File: src/rtl/call_panel_pkg.sv
// Shared types and defaults for the elevator call panel.
package call_panel_pkg;

    typedef enum logic [1:0] {
        DIR_IDLE,
        DIR_DOWN,
        DIR_UP
    } dir_t;

    localparam int unsigned NUM_FLOORS_DEF = 10;
    localparam int unsigned FLOOR_W_DEF    = 4;
    localparam int unsigned DEBOUNCE_W     = 8;

endpackage

File: src/rtl/button_debounce.sv
// One push-button: 2-flop synchroniser, saturating stable-high counter and a
// single-cycle press pulse on the rising edge of the debounced level.
module button_debounce
    import call_panel_pkg::*;
#(
    parameter int unsigned DEBOUNCE_CYCLES = 4
) (
    input  logic clock,
    input  logic reset,
    input  logic raw,
    output logic press
);

    localparam logic [DEBOUNCE_W-1:0] TargetCnt = DEBOUNCE_W'(DEBOUNCE_CYCLES);

    logic [1:0]            sync_q, sync_d;
    logic [DEBOUNCE_W-1:0] cnt_q, cnt_d;
    logic                  level_q, level_d;

    always_comb begin
        sync_d = {sync_q[0], raw};
        cnt_d  = '0;
        if (sync_q[1]) begin
            cnt_d = (cnt_q == TargetCnt) ? cnt_q : cnt_q + DEBOUNCE_W'(1);
        end
        level_d = (cnt_q == TargetCnt);
        press   = level_d & ~level_q;
    end

    always_ff @(posedge clock) begin
        if (!reset) begin
            sync_q  <= '0;
            cnt_q   <= '0;
            level_q <= 1'b0;
        end else begin
            sync_q  <= sync_d;
            cnt_q   <= cnt_d;
            level_q <= level_d;
        end
    end

endmodule

File: src/rtl/call_panel.sv
// Elevator call panel: debounces car and hall buttons, latches calls and clears
// them on service. Optional macro CALL_CANCEL_EN makes car buttons toggle.
module call_panel
    import call_panel_pkg::*;
#(
    parameter int unsigned NUM_FLOORS      = NUM_FLOORS_DEF,
    parameter int unsigned FLOOR_W         = FLOOR_W_DEF,
    parameter int unsigned DEBOUNCE_CYCLES = 4
) (
    input  logic                  clock,
    input  logic                  reset,
    input  logic [NUM_FLOORS-1:0] raw_inside,
    input  logic [NUM_FLOORS-2:0] raw_up,
    input  logic [NUM_FLOORS-1:1] raw_down,
    input  logic [FLOOR_W-1:0]    floor,
    input  logic                  up_signal,
    input  logic                  down_signal,
    input  logic                  open_door,
    output logic [NUM_FLOORS-1:0] buttons_inside,
    output logic [NUM_FLOORS-2:0] buttons_outside_up,
    output logic [NUM_FLOORS-1:1] buttons_outside_down
);

    logic [NUM_FLOORS-1:0] press_in, hit;
    logic [NUM_FLOORS-2:0] press_up, clr_up;
    logic [NUM_FLOORS-1:1] press_dn, clr_dn;

    logic [NUM_FLOORS-1:0] in_q, in_d;
    logic [NUM_FLOORS-2:0] up_q, up_d;
    logic [NUM_FLOORS-1:1] dn_q, dn_d;
    dir_t                  last_dir_q, last_dir_d;

    logic [31:0] floor_idx;
    assign floor_idx = 32'(floor);

    for (genvar i = 0; i < NUM_FLOORS; i++) begin : g_floor
        // Out-of-range floors never match any index, so they clear nothing.
        assign hit[i] = open_door && (floor_idx == 32'(i));

        button_debounce #(
            .DEBOUNCE_CYCLES(DEBOUNCE_CYCLES)
        ) u_in (
            .clock(clock),
            .reset(reset),
            .raw  (raw_inside[i]),
            .press(press_in[i])
        );

        if (i < NUM_FLOORS - 1) begin : g_up
            localparam bit IsBottom = (i == 0);

            button_debounce #(
                .DEBOUNCE_CYCLES(DEBOUNCE_CYCLES)
            ) u_up (
                .clock(clock),
                .reset(reset),
                .raw  (raw_up[i]),
                .press(press_up[i])
            );

            assign clr_up[i] = hit[i] && ((last_dir_q != DIR_DOWN) || IsBottom);
        end

        if (i > 0) begin : g_dn
            localparam bit IsTop = (i == NUM_FLOORS - 1);

            button_debounce #(
                .DEBOUNCE_CYCLES(DEBOUNCE_CYCLES)
            ) u_dn (
                .clock(clock),
                .reset(reset),
                .raw  (raw_down[i]),
                .press(press_dn[i])
            );

            assign clr_dn[i] = hit[i] && ((last_dir_q != DIR_UP) || IsTop);
        end
    end

    always_comb begin
        last_dir_d = last_dir_q;
        if (up_signal && !down_signal) begin
            last_dir_d = DIR_UP;
        end else if (down_signal && !up_signal) begin
            last_dir_d = DIR_DOWN;
        end

        // Masking with the clear vectors gives service priority over new presses.
`ifdef CALL_CANCEL_EN
        in_d = (in_q ^ press_in) & ~hit;
`else
        in_d = (in_q | press_in) & ~hit;
`endif
        up_d = (up_q | press_up) & ~clr_up;
        dn_d = (dn_q | press_dn) & ~clr_dn;
    end

    always_ff @(posedge clock) begin
        if (!reset) begin
            in_q       <= '0;
            up_q       <= '0;
            dn_q       <= '0;
            last_dir_q <= DIR_IDLE;
        end else begin
            in_q       <= in_d;
            up_q       <= up_d;
            dn_q       <= dn_d;
            last_dir_q <= last_dir_d;
        end
    end

    assign buttons_inside       = in_q;
    assign buttons_outside_up   = up_q;
    assign buttons_outside_down = dn_q;

endmodule

File: config.mk
export PLATFORM = sky130hd
export DESIGN_NAME = call_panel
export DESIGN_NICKNAME = d
export VERILOG_FILES = /design/src/rtl/call_panel_pkg.sv /design/src/rtl/button_debounce.sv /design/src/rtl/call_panel.sv
export SDC_FILE = /design/constraint.sdc
export NUM_CORES = 1
export LEC_CHECK = 0
export ABC_AREA = 1
export CORE_ASPECT_RATIO = 0.6
export CORE_MARGIN = 2
export CORE_UTILIZATION = 60
export DETAILED_ROUTE_END_ITERATION = 8
export PLACE_DENSITY_LB_ADDON = 0.12
export REMOVE_ABC_BUFFERS = 1
export SLEW_MARGIN = 20
export SYNTH_ARGS = -nofsm -noshare
export SYNTH_HDL_FRONTEND = slang
export SYNTH_SLANG_ARGS = --single-unit
File: constraint.sdc
create_clock -name clock -period 2.1 [get_ports clock]
set_input_delay 0.21 -clock clock [delete_from_list [all_inputs] [get_ports clock]]
set_output_delay 0.21 -clock clock [all_outputs]
set_load 0.005 [all_outputs]
# Word level (Yosys, flattened, before mapping)
# Index checks and enable logic that the tools add are counted.
# word_totals
regBits,338
elab_cells,285
# op_classes
n_eq_ne,39
mux,2
add_sub_neg,28
n_bitwise,66
n_reduce_logical,61
# ops
op,count
8-bit by 1-bit adder with 8-bit output (second input constant),28
8-bit by 3-bit equality test with 1-bit output (second input constant),28
2-bit AND reduction,28
32-bit logical NOT,1
1-bit inverter,29
1-bit AND,28
1-bit logical AND,28
9-bit AND,2
9-bit inverter,2
9-bit bitwise OR,2
4-bit by 3-bit equality test with 1-bit output (second input constant),4
10-bit AND,1
10-bit inverter,1
10-bit bitwise OR,1
4-bit by 2-bit equality test with 1-bit output (second input constant),2
4-bit equality test (second input constant),2
4-bit by 1-bit equality test with 1-bit output (second input constant),1
2-bit 2-to-1 mux,2
1-bit logical NOT,2
2-bit by 1-bit inequality test with 1-bit output (second input constant),1
2-bit inequality test (second input constant),1
2-bit nonzero test,1
2-bit OR reduction,1

# Longest topological paths before layout
# Gate-level depths: netlist (run 1).
# depth
ltp_word,5
ltp_mapped,7
ltp_nobuf,7

# Cells and area by module
# A second synthesis (run 1) with hierarchy kept.
# unflattened
cells_unflattened,2098
hier_area_um2,15383.5
# by_module_without_submodules
mod,n_inst,cells_per_inst,area_per_inst_um2
button_debounce,28,70,510.5
call_panel,1,138,1089.8

# Worst setup path after synthesis (run 1)
# OpenSTA, ideal clock, no wires.
# synth_path
path_type,reg2reg
start,register g_floor[1].u_in.cnt_q[0]
end,register g_floor[1].u_in.cnt_q[1]
path_slack_ns,0.908
path_stages_with_launch,8
setup_ns,0.116
n_path_buf,0
synth_period_minus_slack_ns,1.192
t_arrival_ns,1.077
path_cell_list,dfxtp_1 > inv_1 > ha_1 > nand3_1 > nor2_1 > inv_1 > nor2_1 > nor2_1
# synth_between
elab_chain_cells,1
# synth_rtl
item,line_no,rtl
"start, declared",button_debounce.sv:17,"logic [DEBOUNCE_W-1:0] cnt_q, cnt_d;"
"start signal, assigned",button_debounce.sv:37,cnt_q <= cnt_d;
8-bit by 1-bit adder with 8-bit output or 8-bit by 3-bit equality test with 1-bit output (tied branches),button_debounce.sv:24,cnt_d = (cnt_q == TargetCnt) ? cnt_q : cnt_q + DEBOUNCE_W'(1);
# Several ways; a longest one is shown, not always the timed one.
# A chain may end at the register's enable or synchronous reset.

# Worst setup path after layout (run 1)
# layout_path
start,register up_q[8] (netlist: buttons_outside_up[8])
end,output buttons_outside_up[8]
# layout_rtl
item,line_no,rtl
"start, declared",call_panel.sv:29,"logic [NUM_FLOORS-2:0] up_q, up_d;"
"start signal, assigned",call_panel.sv:106,up_q <= up_d;
"end, declared",call_panel.sv:20,"output logic [NUM_FLOORS-2:0] buttons_outside_up,"
# No word-level cell between the ends.

==> out/summary.md, run 1 <==
### Clock network
* number of cells upsized or downsized after cts: 0
* CTS Buf Count: 31
* Clock Tree Buf Depth: 3
* TritonCTS sink count: 338
* CTS H-Tree Depth: 1
* clock-pin slew on the worst setup and hold paths: 0.07 ns
* cell at the root of the clock tree: clkbuf_16
* TritonCTS clock tree: built
* post-CTS setup-driven buffer insertion count: 0
* Clock Latency Late Sink: 0.56 ns
* cts-stage hold buffer count: 0

### Floorplan
* die footprint: 0.0254 mm²
* horizontal die dimension: 205 µm
* Std-Cell Core Area: 0.0234 mm²
* I/O pin cnt: 65
* Die H: 124 µm
* number of placement rows: 43
* initial standard-cell utilization of the core: 61.8%

### Power and ir drop
* share of total power in the clock network: 46.4%
* net switching component of the power: 0.00264 W
* Net Sw Frac: 20.7%
* power per cell area: 768 mW/mm²
* IR Drop Worst-Case VDD: 0.686 mV
* P_leak: 6.84 nW
* Internal: 0.0101 W
* relative contribution of sequential cells to total power: 51.1%
* Comb power frac: 2.6%
* Design Power: 0.0127 W

### Layout
* most frequent cells in the layout: nand2_1, nor2_1, dfxtp_1, inv_1, a21oi_1
* share of final-layout standard cells stronger than drive strength 1: 3.83%
* number of antenna cells inserted: 0
* filler instances: 1903
* most common cell after layout, fill and taps aside: nand2_1
* area added between synthesis and finish: 14.8%
* nets: 2160

### STA
* hold violation total from the final report: 0
* sum of negative setup slack: 0 ns
* Final min period: 1.76 ns
* fraction of the cycle the final worst path needs: 83.8%
* setup-violating endpoint count in the final report: 0
* max-slew violation total from the final report: 0
* largest clock skew in the final design: 0.00760 ns
* Relative slew margins: 69.0%
* slew at the pin closest to its max-slew limit: 0.463 ns
* highest attainable clock frequency: 568 MHz
* RSZ-0062 raised after global routing: no

### Detailed routing
* Detail Route Antenna Nets: 0
* initial drt markers: 813
* number of vias in the routed layout: 11800
* overall routed net length: 28.8 mm
* routed via count divided by cell count: 4.93
* remaining routing DRC violations: 0
* detailed-route wire length per cell: 12.0 µm
* detailed-router iteration count before antenna repair: 5

### Global routing
* first-pass GRT wire length: 48.8 mm
* pin count of the biggest net entering global routing: 41
* Total GRT Usage: 22.6%
* number of antenna violations at the first check in global routing: 0
* GRT Residual Overflow: 0
* via count of the first global-routing pass: 10800

### Critical path
* CP endpoint kind: primary output
* data required time at the worst endpoint: 1.89 ns
* family with the most delay on the worst path: buffers and inverters
* category of the worst setup path launch point: flop
* worst path bufs/invs: 1
* largest incremental delay on the critical path: 0.55 ns
* slowest cell on the critical path: clkdlybuf4s50_1
* arrival time at the worst endpoint: 1.55 ns
* worst-path fanout max: 2
* critical path start-end classification: reg -> out
* list of cells traversed by the critical path: clkdlybuf4s50_1

### Placement
* detailed placement HPWL: 20.8 mm
* number of buffers inserted by port buffering: 64
* global placement routability congestion: 0.858

### Run
* Max-Cap Viols: 0

### Status
* status: finished, final reports clean

### Yosys
* share of the yosys chip area belonging to registers: 46.7%
* Seq cells post-synth: 338
* synthesized area divided by synthesized cell count: 7.33 µm²
* post-synthesis instance area: 0.0145 mm²
* Cell variety after synth: 21
* Gate Count Post-Synth: 1974
* Ys Warns: 0

### Hold path
* class of the most critical hold timing path: in -> reg

==> final timing paths <==
| path | startpoint | cells past startpoint | end | slack, ns |
|---|---|---|---|---|
| hold / removal | reset | 3 | g_floor[4].g_dn.u_dn.sync_q[1]$_SDFF_PN0_ | 0.04 |
| setup reg to reg | g_floor[5].g_dn.u_dn.cnt_q[0]$_SDFFE_PN0N_ | 6 | buttons_outside_down[5]$_SDFF_PN0_ | 0.62 |
| setup / recovery | buttons_outside_up[8]$_SDFF_PN0_ | 1 | buttons_outside_up[8] | 0.34 |
| hold reg to reg | g_floor[7].g_up.u_up.sync_q[0]$_SDFF_PN0_ | 2 | g_floor[7].g_up.u_up.sync_q[1]$_SDFF_PN0_ | 0.41 |
==> cell families after synthesis <==
kind of cell	share of synthesized area (%)
AND/OR/NAND/NOR	27.4
AO/OA/AOI/OAI	6.54
adder cells (fa/ha/maj)	5.01
XOR/XNOR	5.57
flip-flops	46.7
buffers and inverters	8.73
==> power groups by stage <==
stage | combinational [W] | sequential, W | clock, W
2_1_floorplan | 0.000149 | 0.00665 | 0
3_3_place_gp | 0.000320 | 0.00665 | 0
3_5_place_dp | 0.000329 | 0.00665 | 0
4_1_cts | 0.000331 | 0.00651 | 0.00602
5_1_grt | 0.000372 | 0.00651 | 0.00629
6_report | 0.000327 | 0.00651 | 0.00591
==> cells in the mapped netlist <==
master	count	area share, %
a21oi_1	129	4.5
buf_2	14	0.48
buf_4	2	0.10
clkbuf_1	1	0.026
dfxtp_1	338	47
ha_1	58	5.0
inv_1	312	8.1
inv_2	1	0.026
nand2_1	381	9.9
nand2_2	2	0.086
nand3_1	120	4.1
nand3b_1	9	0.47
nand4_1	20	0.86
nor2_1	372	9.6
nor2_2	2	0.086
nor3_1	49	1.7
nor3b_1	1	0.052
o21ai_0	60	2.1
or2_2	11	0.48
xnor2_1	33	2.0
xor2_1	59	3.6
==> state kept, by name (all words and copies together) (netlist names) <==
name	count
last_dir_q	2
g_floor.u_in.sync_q	20
g_floor.g_up.u_up.cnt_q	72
g_floor.g_up.u_up.level_q	9
g_floor.g_dn.u_dn.level_q	9
g_floor.g_up.u_up.sync_q	18
g_floor.u_in.level_q	10
g_floor.u_in.cnt_q	80
buttons_inside	10
buttons_outside_down	9
g_floor.g_dn.u_dn.sync_q	18
buttons_outside_up	9
g_floor.g_dn.u_dn.cnt_q	72
==> routing by layer <==
layer / GRT usage, % / routed length (µm) / vias up
met4: 4.73 / 549 / 0
met5: 0 / 0 / -
met1: 33.2 / 14600 / 5278
li1: - / - / 6293
met3: 3.61 / 1310 / 45
met2: 35.1 / 12300 / 231
==> tightest hold or removal path, delay by kind of cell <==
kind / cells / cell delay, ns
buf+inv: 2 / 0.26
simple gates: 1 / 0.09
==> area by class of cell <==
cell class	instances	area (µm²)	share of cell area [%]
sequential	338	6770	40.7
tap	315	394	2.37
timing repair buffer	75	746	4.49
clock inverter	13	178	1.07
multi-input combinational	1306	6440	38.8
clock buffer	45	908	5.47
inverter	313	1170	7.07
==> through the flow <==
stage	worst slack (ns)	hold WS, ns	instance area, µm²	util, %	instances
final	0.339	0.0434	16600	71.0	2405
after global routing	0.299	0.0549	16600	71.0	2405
after CTS	0.320	0.0329	16600	71.0	2405
after detailed placement	0.567	0.396	15500	66.3	2347
after global placement	0.572	0.392	15500	66.3	2347
after floorplan	0.908	0.303	14400	-	1957
(Power assumes the default switching activity.)
==> inputs of run 2 (changes only) <==
--- a/config.mk
+++ b/config.mk
@@ -8,7 +8,7 @@
 export ABC_AREA = 1
 export CORE_ASPECT_RATIO = 0.6
 export CORE_MARGIN = 2
-export CORE_UTILIZATION = 60
+export CORE_UTILIZATION = 55
 export DETAILED_ROUTE_END_ITERATION = 8
 export PLACE_DENSITY_LB_ADDON = 0.12
 export REMOVE_ABC_BUFFERS = 1
==> constraint.sdc (replaced) <==
create_clock -name clock -period 1.6 [get_ports clock]
set_input_delay 0.16 -clock clock [delete_from_list [all_inputs] [get_ports clock]]
set_output_delay 0.16 -clock clock [all_outputs]
set_load 0.005 [all_outputs]
==> run 2 against run 1 <==
Clock skew grew 0.0010 ns. Power rose by 29%. Global-route usage is 1.6 points lower. Die area rose by 8.9%. Setup slack worse by 0.30 ns. Sequential cell count unchanged. Register-to-register slack worse by 0.48 ns. Critical endpoint is now buttons_inside[7].
==> out/summary.md, run 2 (synthesis gave the netlist of run 1 again) <==
### Detailed routing
* detailed-router iteration count before antenna repair: 5, unchanged
* routed via count divided by cell count: 4.85, -1.6%
* remaining routing DRC violations: 0, unchanged
* Detail Route Antenna Nets: 0, unchanged
* overall routed net length: 28.8 mm, about the same
* detailed-route wire length per cell: 11.8 µm, -1.6%
* initial drt markers: 678, -17%
* number of vias in the routed layout: 11900, +0.10%

### Placement
* global placement routability congestion: 0.841, -2.0%
* number of buffers inserted by port buffering: 64, unchanged
* placed instance area: 0.0156 mm², +0.77%
* detailed placement HPWL: 21.0 mm, +0.78%
* post-place setup slack: 0.154 ns, -0.413 ns

### Critical path
* depth of the worst register-to-register path: 7, +1
* CP endpoint kind: primary output
* largest incremental delay on the critical path: 0.50 ns, -0.05 ns
* slowest cell on the critical path: clkdlybuf4s50_1
* critical path start-end classification: reg -> out
* Reg-to-Reg End: g_floor[5].u_in.cnt_q[7]$_SDFFE_PN0P_
* worst path bufs/invs: 1, unchanged
* category of the worst setup path launch point: flop
* worst r2r src: g_floor[5].u_in.cnt_q[0]$_SDFFE_PN0P_
* worst-path fanout max: 2, unchanged
* data required time at the worst endpoint: 1.44 ns, -0.45 ns
* arrival time at the worst endpoint: 1.40 ns, -0.15 ns
* setup slack, reg-to-reg: 0.14 ns, -0.48 ns
* family with the most delay on the worst path: buffers and inverters
* list of cells traversed by the critical path: clkdlybuf4s50_1

### Global routing
* GRT Residual Overflow: 0, unchanged
* met1 Track Usage GR: 30.5%, -2.8 points
* most used routing layer: met2
* number of antenna violations at the first check in global routing: 0, unchanged
* Total GRT Usage: 21.1%, -1.6 points
* pin count of the biggest net entering global routing: 29, -29%
* via count of the first global-routing pass: 10600, -1.6%
* first-pass GRT wire length: 48.5 mm, -0.62%
* met2 track demand over resource in global routing: 33.4%, -1.7 points
* met3 track utilization from global routing: 3.44%, -0.17 points

### Clock network
* Clock Latency Late Sink: 0.56 ns, about the same
* post-CTS setup-driven buffer insertion count: 0, unchanged
* cell at the root of the clock tree: clkbuf_16
* CTS H-Tree Depth: 1, unchanged
* TritonCTS clock tree: built
* Clock Tree Buf Depth: 3, unchanged
* clock-pin slew on the worst setup and hold paths: 0.06 ns, about the same
* TritonCTS sink count: 338, unchanged
* CTS Buf Count: 31, unchanged

### Power and ir drop
* Comb power frac: 2.7%, about the same
* share of total power in the clock network: 45.3%, -1.1 points
* IR Drop Worst-Case VDD: 0.733 mV, +6.8%
* P_leak: 7.03 nW, +2.8%
* power per cell area: 980 mW/mm², +28%
* net switching component of the power: 0.00336 W, +27%
* Internal: 0.0130 W, +29%
* Net Sw Frac: 20.5%, -0.21 points
* relative contribution of sequential cells to total power: 52.1%, +1.0 points
* Design Power: 0.0164 W, +29%

### STA
* largest clock skew in the final design: 0.00862 ns, +0.00102 ns
* sum of negative setup slack: 0 ns, unchanged
* RSZ-0062 raised after global routing: no
* setup-violating endpoint count in the final report: 0, unchanged
* hold violation total from the final report: 0, unchanged
* Relative slew margins: 69.6%, +0.55 points
* highest attainable clock frequency: 640 MHz
* max-slew violation total from the final report: 0, unchanged
* fraction of the cycle the final worst path needs: 97.7%
* Final min period: 1.56 ns
* slew at the pin closest to its max-slew limit: 0.455 ns, -0.00829 ns
* post-route setup slack: 0.0368 ns, -0.303 ns

### Run
* Max-Cap Viols: 0, unchanged

### Hold path
* cell depth of the worst min-delay path: 3, unchanged
* Hold Path Sink: g_floor[7].g_dn.u_dn.sync_q[0]$_SDFF_PN0_
* class of the most critical hold timing path: in -> reg
* worst min-delay path startpoint: raw_down[7]

### Layout
* nets: 2169, +0.42%
* final cell area excluding filler cells: 0.0167 mm², +0.62%
* Largest register FFs: 80, unchanged
* most frequent cells in the layout: nand2_1, nor2_1, dfxtp_1, inv_1, a21oi_1
* Util after Layout: 65.4%, -5.6 points
* most common cell after layout, fill and taps aside: nand2_1
* filler instances: 2257, +19%
* area added between synthesis and finish: 15.5%
* number of antenna cells inserted: 0, unchanged
* largest reg by FF count: g_floor.u_in.cnt_q
* share of final-layout standard cells stronger than drive strength 1: 5.20%, +1.4 points
* leading registers by flop count: g_floor.u_in.cnt_q: 80 flops, g_floor.g_up.u_up.cnt_q: 72 flops, g_floor.g_dn.u_dn.cnt_q: 72 flops

### Floorplan
* Std-Cell Core Area: 0.0256 mm², +9.2%
* Die H: 130 µm, +4.3%
* initial standard-cell utilization of the core: 56.6%, -5.2 points
* I/O pin cnt: 65, unchanged
* horizontal die dimension: 213 µm, +4.4%
* number of placement rows: 45, +4.7%
* die footprint: 0.0277 mm², +8.9%

### Status
* status: finished, final reports clean

==> run 2: how the worst max path moves through the flow <==
stage / endpoint / slack (ns) / from / cells after the start
3_5_place_dp: buttons_inside[5]$_SDFF_PN0_ / 0.15 / floor[0] / 7
4_1_cts: buttons_inside[1] / 0.003 / buttons_inside[1]$_SDFF_PN0_ / 1
3_3_place_gp: buttons_inside[5]$_SDFF_PN0_ / 0.16 / floor[0] / 7
6_report: buttons_inside[7] / 0.04 / buttons_inside[7]$_SDFF_PN0_ / 1
5_1_grt: buttons_inside[7] / 0.003 / buttons_inside[7]$_SDFF_PN0_ / 1
2_1_floorplan: g_floor[1].u_in.cnt_q[1]$_SDFFE_PN0P_ / 0.41 / g_floor[1].u_in.cnt_q[0]$_SDFFE_PN0P_ / 7
==> run 2: metrics by stage <==
step                std cells  hold WS [ns]
floorplan                1957         0.253
global placement         2392         0.392
detailed placement       2392         0.395
CTS                      2447        0.0926
global route             2447         0.110
finish                   2447         0.120
==> run 2: metal layers <==
metal	vias up	share of wire, %
met5	-	0
met4	0	1.9
met3	39	4.6
met2	202	42
met1	5305	52
li1	6313	-
==> run 2: power groups by stage <==
stage,Combinational [W],Clock (W),Sequential (W)
after floorplan,0.000195,0,0.00872
after global placement,0.000431,0,0.00873
after detailed placement,0.000437,0,0.00873
after CTS,0.000441,0.00761,0.00853
after global routing,0.000496,0.00793,0.00854
final,0.000437,0.00742,0.00853
==> run 2: repair_timing <==
item | 4_1_cts | 5_1_grt
setup endpoints to repair | 27 | 4
endpoints found under the hold margin | 4 | 0
hold buffers | 1 | 0
pin swaps | 0 | 0
resized for setup | 48 | 4
==> run 2: cell type report <==
type	instances	area [µm²]	area share, %
Sequential cell	338	6810	40.7
Multi-Input combinational cell	1306	6450	38.6
Inverter	313	1170	7.03
Clock buffer	45	938	5.61
Timing Repair Buffer	84	807	4.83
Tap cell	352	440	2.64
Clock inverter	9	95.1	0.569
==> RTL edit 1: new RTL, flow settings as in run 2 <==
Reset style: asynchronous (`reset`), changed in 2 clocked blocks.
--- a/src/rtl/button_debounce.sv
+++ b/src/rtl/button_debounce.sv
@@ -27,7 +27,7 @@
         press   = level_d & ~level_q;
     end
 
-    always_ff @(posedge clock) begin
+    always_ff @(posedge clock or negedge reset) begin
         if (!reset) begin
             sync_q  <= '0;
             cnt_q   <= '0;
--- a/src/rtl/call_panel.sv
+++ b/src/rtl/call_panel.sv
@@ -95,7 +95,7 @@
         dn_d = (dn_q | press_dn) & ~clr_dn;
     end
 
-    always_ff @(posedge clock) begin
+    always_ff @(posedge clock or negedge reset) begin
         if (!reset) begin
             in_q       <= '0;
             up_q       <= '0;
Function: differs if reset is asserted again (counterexample within 10 cycles, from zero or initial values and one cycle with reset low); with reset held inactive, the same outputs for 10 cycles.
==> RTL edit 1 against run 2 <==
  * Design area up 12%
  * Area after synthesis up 13%
  * First-iteration DRC count up 57%
  * Sequential cell count unchanged
  * Setup slack better by 16 ps
  * Largest cell class unchanged
  * Wire length up 15%
  * Count of clock-buffer cells in the layout up 8
  * Critical endpoint is now buttons_outside_up[4]
Power is not compared: it rests on default switching activity, and its combinational part moved more than twofold at a synthesized area within 25%.
==> RTL edit 1: results (changes against run 2) <==
status=complete, no violations; Post-Place Cell Area=17600 sq um (+12%); RePlAce Congestion=0.886 (+5.4%); number of global-route vias before repair=11800 (+12%); Area contributors post-synth=dfrtp_1, nand2_1, nand3_1; WHS=76.2 ps (-44.0 ps); library cells used by synthesis=28 (+33%); worst r2r src=g_floor[4].u_in.cnt_q[0]; post-synthesis xor/xnor area fraction=0.800% (-4.8 points); crit path from=buttons_outside_up[4]; Nets=2243 (+3.4%); Compound-Gate Fraction of Synth Area=5.40% (-1.1 points); Max-slew headroom=74.1% (+4.5 points); NonClk Buf Share=4.37% (-0.46 points); worst r2r path cells=6 (-1); worst hold path depth=1 (-2); min-delay src=raw_down[1]; Critical Path End=buttons_outside_up[4]; Non-clk bufs=78 (-7.1%); Cells after DPL=2511 (+5.0%); Non-clock inverters=287 (-8.3%); Seq/Total Area, Yosys=51.5% (+4.8 points); hpwl dp=24.2 mm (+15%); Post-synth ARST share=100% (+100 points); hold worst-path end=g_floor[1].g_dn.u_dn.sync_q[0]; first-pass GRT wire length=56.1 mm (+16%); sequential cell area share=45.3% (+4.6 points); Multi-In Gates=1410 (+8.0%)
[RTL edit 1: cell types whose count changed in the layout (fill, tap and decap cells not counted), moves of 19 or more]
cell / run 2 / this run
dfxtp_1: 318 / 0
xnor2_1: 33 / 13
dfrtp_1: 0 / 337
nor2_1: 370 / 313
nand3_1: 120 / 291
inv_1: 312 / 284
nor2_2: 4 / 23
nand2_1: 381 / 467
o21ai_0: 60 / 40
xor2_1: 59 / 2
[RTL edit 1: per-layer routing]
layer,global-route usage [%],part of all wire [%],vias up
li1,-,-,6702
met1,34.4,52,6114
met2,32.3,42,241
met3,3.58,4.9,46
met4,4.97,1.3,0
met5,0,0,-
[RTL edit 1: kinds of logic (layout without fill, tap and decap cells)]
group,after synthesis,count (layout)
compound gates,171,171
xor+xnor,15,15
fa+ha+maj,57,57
buf+inv,320,424
flops,338,338
simple gates,1167,1167
[RTL edit 1: timing repair]
item	4_1_cts	5_1_grt
endpoints found under the setup margin	18	4
hold buffers	1	0
hold endpoints to repair	338	0
buffers inserted	1	0
resized for setup	19	4
==> RTL edit 2: new RTL, config.mk and constraints of run 2 <==
Without the edit above. Change the package constant `NUM_FLOORS_DEF` from 10 to 5.
--- a/src/rtl/call_panel_pkg.sv
+++ b/src/rtl/call_panel_pkg.sv
@@ -7,7 +7,7 @@
         DIR_UP
     } dir_t;
 
-    localparam int unsigned NUM_FLOORS_DEF = 10;
+    localparam int unsigned NUM_FLOORS_DEF = 5;
     localparam int unsigned FLOOR_W_DEF    = 4;
     localparam int unsigned DEBOUNCE_W     = 8;
 
Interface: changed (6 resized); port bits go from 65 to 35. The function was not compared with the original's and may differ.
==> RTL edit 2 against run 2 <==
  * Largest cell class is now multi-input combinational cells
  * Sequential cell count down 180
  * Setup slack improved by 48 ps
  * Clock skew increased by 1.7 ps
  * Final cell count is 53% lower
  * Highest routed layer unchanged
  * Die area shrank 51%
  * Register-to-register slack gained 110 ps
  * Area after synthesis is 52% lower
  * Via count is 55% lower
  * Wire length decreased by 57%
  * First-iteration DRC count fell by 64%
  * Total power is 52% lower
  * Design area shrank 52%
  * Sequential power decreased by 53%
==> RTL edit 2: results (changes against run 2) <==
status=complete, no violations; crit path from=buttons_outside_down[4]; worst r2r src=g_floor[2].g_up.u_up.cnt_q[0]; synth cell count leaders=nand2_1, dfxtp_1, nor2_1; Area contributors post-synth=dfxtp_1, nand2_1, nor2_1; final wirelength=12.4 mm (-57%); Gate Count Post-Synth=923 (-53%); Compound-Gate Fraction of Synth Area=6.78% (+0.24 points); DR WL/cell=10.8 um (-8.1%); Synth Area in Adders=5.02% (about the same); Seq/Total Area, Yosys=45.3% (-1.4 points); worst r2r path cells=7 (unchanged); Crit-path slowest cell=clkdlybuf4s50_1; Cells after DPL=1119 (-53%); Post-synth ARST share=0% (unchanged); FMAX=660 MHz (+3.2%); cts repair resizes=0 (-100%); largest net degree at the start of global routing=22 (-24%); number of global-route vias before repair=4765 (-55%); peak supply drop=0.000589 V (-20%); clk_skew=10.3 ps (+1.72 ps); critical path data arrival time=1350 ps (-50 ps); Primary FF master, synth=dfxtp_1; total CTS buffers=17 (-45%); 1st-iter DRT viols=244 (-64%); GRT Total Usage=19.9% (-1.2 points); Reg2Reg Setup Slack=250 ps (+110 ps); share of cells above drive strength 1=8.62% (+3.4 points); delay of the slowest critical-path stage=540 ps (+40 ps); RePlAce Congestion=0.837 (-0.42%); Nets=1023 (-53%); Critical Path End=buttons_outside_down[4]; Port Buf Inserts=34 (-47%); Lkg Pwr=3.27 nW (-53%); Max FO, Critical Path=2 (unchanged); Pre-antenna DRT Iters=4 (-1); CTS Buffer Depth=2 (-1); initial antenna violation count=0 (unchanged); vias=5371 (-55%); first-pass GRT wire length=22.1 mm (-54%); dpl ws=138 ps (-16.2 ps); post-synthesis xor/xnor area fraction=5.14% (-0.42 points); hpwl dp=8.97 mm (-57%); number of H-tree levels=4 (+3); FILL cells=1061 (-53%); top flop regs=g_floor.u_in.cnt_q: 40 flops, g_floor.g_up.u_up.cnt_q: 32 flops, g_floor.g_dn.u_dn.cnt_q: 32 flops; worst reg2reg path endpoint=g_floor[2].g_up.u_up.cnt_q[1]; Worst Tran Pin Value=584 ps (+129 ps); library cells used by synthesis=29 (+38%); worst skew pair latency=410 ps (-150 ps); Post-CTS Setup Inserts=0 (unchanged)
-- RTL edit 2: cell types whose count changed in the layout (fill, tap and decap cells not counted), sizes merged, moves of 32 or more --
cell / delta
nand2: -206
nor2: -203
dfxtp: -180
inv: -164
nand3: -67
a21oi: -66
o21ai: -33
xor2: -32
-- RTL edit 2: cell type report --
class / instances / area [sq um] / area share, %
clock inverter: 12 / 95.1 / 1.18
clock buffer: 20 / 447 / 5.54
multi-input combinational: 610 / 3210 / 39.9
tap: 165 / 206 / 2.56
sequential: 158 / 3160 / 39.3
inverter: 148 / 556 / 6.90
timing repair buffer: 38 / 378 / 4.69
-- RTL edit 2: metal layers --
metal	share of wire [%]	global-route usage (%)	routed length [um]
met1	59	30.5	7290
met2	38	27.6	4690
met3	2.7	4.22	336
met4	0.95	5.71	118
met5	0	0	0
-- RTL edit 2: through the flow --
stage                     cell area, sq um  utilization, %
after global placement                7510            61.5
after CTS                             8060            65.9
final                                 8060            65.9
after global routing                  8060            65.9
after floorplan                       6930               -
after detailed placement              7510            61.5
-- RTL edit 2: logic make-up after synthesis --
group	Yosys count
adder cells (fa/ha/maj)	28
XOR/XNOR	41
AND/OR/NAND/NOR	450
AO/OA/AOI/OAI	91
buffers and inverters	155
flip-flops	158
-- RTL edit 2: worst min path at each step --
| stage | startpoint | end | slack (ps) | depth (start not counted) |
|---|---|---|---|---|
| floorplan | reset | g_floor[0].g_up.u_up.sync_q[0] | 250 | 2 |
| global placement | g_floor[2].g_dn.u_dn.sync_q[0] | g_floor[2].g_dn.u_dn.sync_q[1] | 390 | 2 |
| detailed placement | g_floor[4].g_dn.u_dn.sync_q[0] | g_floor[4].g_dn.u_dn.sync_q[1] | 400 | 2 |
| CTS | reset | g_floor[0].g_up.u_up.sync_q[0] | 130 | 3 |
| global route | reset | g_floor[0].g_up.u_up.sync_q[0] | 170 | 3 |
| finish | reset | g_floor[0].g_up.u_up.sync_q[0] | 130 | 3 |
-- RTL edit 2: power by group --
part | switching, mW | total (mW) | internal (mW)
combinational | 0.125 | 0.223 | 0.0984
sequential | 0.0215 | 4.00 | 3.98
clock | 1.55 | 3.71 | 2.16
